$ cat src/rtl/lut3_pkg.sv
`default_nettype none
// ---------------------------------------------------------------
// lut3_pkg : truth-table constants and per-channel reset tables
// rev 1.0
// ---------------------------------------------------------------
package lut3_pkg;

  localparam logic [7:0] TT_AND  = 8'h80;
  localparam logic [7:0] TT_OR   = 8'hFE;
  localparam logic [7:0] TT_XOR3 = 8'h96;
  localparam logic [7:0] TT_MAJ  = 8'hE8;
  localparam logic [7:0] TT_ZERO = 8'h00;

  function automatic logic [7:0] default_tt(input int k);
    case (k)
      0:       default_tt = TT_AND;
      1:       default_tt = TT_OR;
      2:       default_tt = TT_XOR3;
      3:       default_tt = TT_MAJ;
      default: default_tt = TT_ZERO;
    endcase
  endfunction

endpackage
`default_nettype wire

$ cat src/rtl/lut3_bitslice.sv
`default_nettype none
// ---------------------------------------------------------------
// lut3_bitslice : WIDTH-bit 3-input gate, y[i] = tt[{a[i],b[i],c[i]}]
// rev 1.0
// ---------------------------------------------------------------
module lut3_bitslice #(
  parameter int WIDTH = 8
) (
  input  logic [WIDTH-1:0] a,
  input  logic [WIDTH-1:0] b,
  input  logic [WIDTH-1:0] c,
  input  logic [7:0]       tt,
  output logic [WIDTH-1:0] y
);

  generate
    for (genvar i = 0; i < WIDTH; i++) begin : g_bit
      assign y[i] = tt[{a[i], b[i], c[i]}];
    end
  endgenerate

endmodule
`default_nettype wire

$ cat src/rtl/lut3_gate_array.sv
`default_nettype none
// ---------------------------------------------------------------
// lut3_gate_array : CHANNELS programmable 3-input gates, 2-stage valid/ready pipe
// rev 1.0
// ---------------------------------------------------------------
module lut3_gate_array
  import lut3_pkg::*;
#(
  parameter int WIDTH    = 8,
  parameter int CHANNELS = 4,
  parameter int CNT_W    = 16
) (
  input  logic                      sys_clk,
  input  logic                      sys_rst,
  input  logic                      in_valid,
  output logic                      in_ready,
  input  logic [WIDTH-1:0]          port_a,
  input  logic [WIDTH-1:0]          port_b,
  input  logic [WIDTH-1:0]          port_c,
  output logic                      out_valid,
  input  logic                      out_ready,
  output logic [CHANNELS*WIDTH-1:0] rslt,
  input  logic                      cfg_valid,
  output logic                      cfg_ready,
  input  logic [3:0]                cfg_chan,
  input  logic [7:0]                cfg_table,
  output logic                      cfg_err,
  output logic [CNT_W-1:0]          rslt_count
);

  logic                      s1_valid;
  logic                      s2_valid;
  logic [WIDTH-1:0]          s1_a;
  logic [WIDTH-1:0]          s1_b;
  logic [WIDTH-1:0]          s1_c;
  logic [7:0]                tt [CHANNELS];
  logic [CHANNELS*WIDTH-1:0] eval;

  logic s2_load;
  logic s1_load;
  logic cfg_fire;
  logic cfg_hit;
  logic in_fire;
  logic out_fire;

  assign s2_load   = !s2_valid || out_ready;
  assign s1_load   = !s1_valid || s2_load;
  // Tables only change with the pipe empty, so each result sees one table set.
  assign cfg_ready = !s1_valid && !s2_valid;
  assign cfg_fire  = cfg_valid && cfg_ready;
  assign cfg_hit   = 32'(cfg_chan) < CHANNELS;
  assign in_ready  = s1_load && !cfg_fire;
  assign in_fire   = in_valid && in_ready;
  assign out_valid = s2_valid;
  assign out_fire  = s2_valid && out_ready;

  always_ff @(posedge sys_clk) begin
    if (sys_rst) begin
      s1_valid <= 1'b0;
      s1_a     <= '0;
      s1_b     <= '0;
      s1_c     <= '0;
    end else if (s1_load) begin
      s1_valid <= in_fire;
      if (in_fire) begin
        s1_a <= port_a;
        s1_b <= port_b;
        s1_c <= port_c;
      end
    end
  end

  always_ff @(posedge sys_clk) begin
    if (sys_rst) begin
      s2_valid <= 1'b0;
      rslt     <= '0;
    end else if (s2_load) begin
      s2_valid <= s1_valid;
      if (s1_valid) begin
        rslt <= eval;
      end
    end
  end

  always_ff @(posedge sys_clk) begin
    if (sys_rst) begin
      for (int k = 0; k < CHANNELS; k++) begin
        tt[k] <= default_tt(k);
      end
      cfg_err <= 1'b0;
    end else if (cfg_fire) begin
      for (int k = 0; k < CHANNELS; k++) begin
        if (32'(cfg_chan) == k) begin
          tt[k] <= cfg_table;
        end
      end
      if (!cfg_hit) begin
        cfg_err <= 1'b1;
      end
    end
  end

  always_ff @(posedge sys_clk) begin
    if (sys_rst) begin
      rslt_count <= '0;
    end else if (out_fire) begin
      rslt_count <= rslt_count + CNT_W'(1);
    end
  end

  generate
    for (genvar k = 0; k < CHANNELS; k++) begin : g_ch
      lut3_bitslice #(
        .WIDTH (WIDTH)
      ) u_slice (
        .a  (s1_a),
        .b  (s1_b),
        .c  (s1_c),
        .tt (tt[k]),
        .y  (eval[k*WIDTH +: WIDTH])
      );
    end
  endgenerate

endmodule
`default_nettype wire

$ cat config.mk
export PLATFORM = sky130hd
export DESIGN_NAME = lut3_gate_array
export DESIGN_NICKNAME = d
export VERILOG_FILES = /design/src/rtl/lut3_pkg.sv /design/src/rtl/lut3_bitslice.sv /design/src/rtl/lut3_gate_array.sv
export SDC_FILE = /design/constraint.sdc
export NUM_CORES = 1
export LEC_CHECK = 0
export CAP_MARGIN = 30
export CORE_ASPECT_RATIO = 0.8
export CORE_MARGIN = 2
export CORE_UTILIZATION = 55
export DETAILED_ROUTE_END_ITERATION = 10
export PLACE_DENSITY = 0.8
export SLEW_MARGIN = 20
export SYNTH_ARGS = -nofsm -noshare
export SYNTH_HDL_FRONTEND = slang
export SYNTH_SLANG_ARGS = --single-unit
$ cat constraint.sdc
create_clock -name sys_clk -period 4.2 [get_ports sys_clk]
set_input_delay 0.84 -clock sys_clk [delete_from_list [all_inputs] [get_ports sys_clk]]
set_output_delay 0.84 -clock sys_clk [all_outputs]
set_load 0.005 [all_outputs]
==> results.json <==
{
  "ys_seq_area_frac": 0.3702,
  "fin_area_mm2": 0.007516,
  "finalSetupViolCount": 0,
  "drcViolationCount": 0,
  "routedWlPerCell_um": 18.65,
  "ctsHoldBuffers": 0,
  "ys_ff_latch": 107,
  "endpoint_kind": "output port",
  "timing.rr.start": "s1_b[5]",
  "syn-num-nets": 651,
  "grt_pass1_wl_um": 23630,
  "ys.flop_type": "dfxtp_1",
  "port_buffers": 92,
  "dpl_cell_area_mm2": 0.007196,
  "start_kind": "input port",
  "final.fill_count": 897,
  "ir_drop_mv": 0.1882,
  "drt_iter0_markers": 335,
  "period_minus_slack_ps": 3209,
  "areaGrowthSynthToFinish_pct": 13.00,
  "finalMaxSlewViolations": 0,
  "clk_path_buf_depth": 2,
  "cts_tree": "done",
  "vias": 4701,
  "die_h_um": 102.4,
  "hold_path_end": "rslt_count[11]",
  "layout_commonest_cell": "mux2i_1",
  "powerDensity_mw_per_mm2": 319.7,
  "die-area_mm2": 0.01299,
  "syn-mean-instance-area_um2": 10.92,
  "critical_path_class": "in -> out",
  "finalNetCount": 679,
  "synth-edff-count": 32,
  "cts.repair.resized": 0,
  "async_flop_share": 0,
  "crit_top_cell": "clkdlybuf4s50_1",
  "worstPathRequired_ps": 3360,
  "critPathMaxStageDelay_ps": 480,
  "grt-ovfl-total": 0,
  "place_inst": 772,
  "initial_core_util": 0.5710,
  "hp-class": "reg -> reg",
  "cts_setup_buffers": 0,
  "cap_violations": 0,
  "drt-pass1-iter-count": 5,
  "fmaxAchievable_mhz": 311.6,
  "arrival_ps": 2370,
  "clock_latency_ps": 360,
  "io-pin-count": 93,
  "most-common-layout-cells": "mux2i_1, clkdlybuf4s50_1, dfxtp_1",
  "cts_root_buf": "clkbuf_16",
  "path_cells": "clkdlybuf4s50_1 > or3b_1 > and2_1 > clkdlybuf4s50_1",
  "cts_made_buffers": 9,
  "grtUsageTotal": 0.2338,
  "htreeDepth": 3,
  "rsz0062_at_grt": "false",
  "synthesis.area_mm2": 0.006651,
  "fin_tns_setup_ps": 0,
  "period_share": 0.7640,
  "synthCells": 609,
  "drive_gt1_frac": 0.1464,
  "gp_congestion": 0.8454,
  "grt_antenna_before_repair": 0,
  "wl_um": 14740,
  "diodes": 0,
  "leakage_nw": 2.310,
  "viasPerCell": 5.951,
  "min_path_cells": 2,
  "core_area_mm2": 0.01165,
  "cts.clk_slew.worst_paths_ps": 80,
  "r2r_cells": 3,
  "grt_pass1_vias": 4548,
  "tightest_slew_ps": 976.4,
  "r2r_slack_ps": 2180,
  "r2r-end": "rslt[29]",
  "yosysUniqueCellTypes": 41,
  "status": "complete, no violations",
  "crit_fanout": 4,
  "skew_ps": 8.408,
  "min-delay-start": "rslt_count[11]",
  "num_rows": 35,
  "max_slew_margin": 0.3482,
  "grt_max_degree": 65,
  "cts_sinks": 107,
  "yosysWarningCount": 0,
  "finalNonFillerCells": 790,
  "die_w_um": 127.0,
  "hpwl_um": 10850,
  "drtAntennaViolNets": 0,
  "cp_slowest_cell": "clkdlybuf4s50_1",
  "hold_viol": 0
}
## cells in the mapped netlist (all sizes together), types with 2 or more instances
library cell | instances | share of area
mux2i | 128 | 0.19
dfxtp | 75 | 0.23
buf | 56 | 0.069
nand2 | 54 | 0.030
nor2 | 53 | 0.030
a211oi | 32 | 0.060
edfxtp | 32 | 0.14
mux4 | 32 | 0.11
a21oi | 29 | 0.022
clkbuf | 23 | 0.018
and2 | 19 | 0.018
nand2b | 18 | 0.017
nand3 | 11 | 0.0098
nor2b | 5 | 0.0047
nor3 | 5 | 0.0060
xor2 | 5 | 0.0066
nand4 | 4 | 0.0038
o21ai | 4 | 0.0030
xnor2 | 4 | 0.0053
and3 | 3 | 0.0028
mux2 | 3 | 0.0051
nor4 | 3 | 0.0038
o31ai | 2 | 0.0023
## per-layer routing
metal,GRT usage,share of wire,wire length [um]
met1,0.3227,0.46,6766
met2,0.3817,0.47,6916
met3,0.04817,0.058,853
met4,0.06086,0.014,199
met5,0,0,0
## metrics by stage
step / total power [mW] / utilization / hold WS [ps] / worst slack, ps
floorplan: 1.475 / - / 463.3 / 1918
CTS: 2.414 / 0.6431 / 498.0 / 973.9
detailed placement: 1.591 / 0.6177 / 469.2 / 973.3
global placement: 1.577 / 0.6177 / 460.1 / 992.6
global route: 2.503 / 0.6452 / 524.7 / 928.0
finish: 2.403 / 0.6452 / 491.1 / 991.1
## worst max-delay path, delay by kind of cell
| family | cells | cell delay [ps] |
|---|---|---|
| buffers and inverters | 2 | 920 |
| and+or+nand+nor | 2 | 610 |
## final cells by class
type	instances	area (um2)	share of cell area
Clock buffer	9	225.2	0.02997
Clock inverter	7	70.07	0.009322
Inverter	1	3.754	0.0004994
Multi-Input combinational cell	422	3616	0.4811
Sequential cell	107	2462	0.3276
Tap cell	148	185.2	0.02464
Timing Repair Buffer	96	953.4	0.1269
## power breakdown
part	internal [mW]	switching [mW]
registers	1.11	0.0908
clock network	0.419	0.410
logic	0.220	0.155
total	1.75	0.656
## registers in the layout, indices dropped and copies added, names as in the netlist
signal	cells
rslt	32
s1_c	8
cfg_err	1
tt	32
s1_a	8
rslt_count	16
out_valid	1
s1_b	8
s1_valid	1
## logic make-up after synthesis
family,synth area share
compound gates,0.08860
xor+xnor,0.01185
fa+ha+maj,0.001881
buf+inv,0.08803
flops,0.3702
mux,0.3061
simple gates,0.1334
## worst max-delay path by stage
stage / start / to / slack [ps] / cells after the start
after floorplan: cfg_chan[3] / tt[0][0] / 1920 / 3
after global placement: cfg_valid / in_ready / 990 / 4
after detailed placement: cfg_valid / in_ready / 970 / 4
after CTS: cfg_valid / in_ready / 970 / 4
after global routing: cfg_valid / in_ready / 930 / 4
final: cfg_valid / in_ready / 990 / 4
Note: power is estimated with default switching activity, not from simulation.
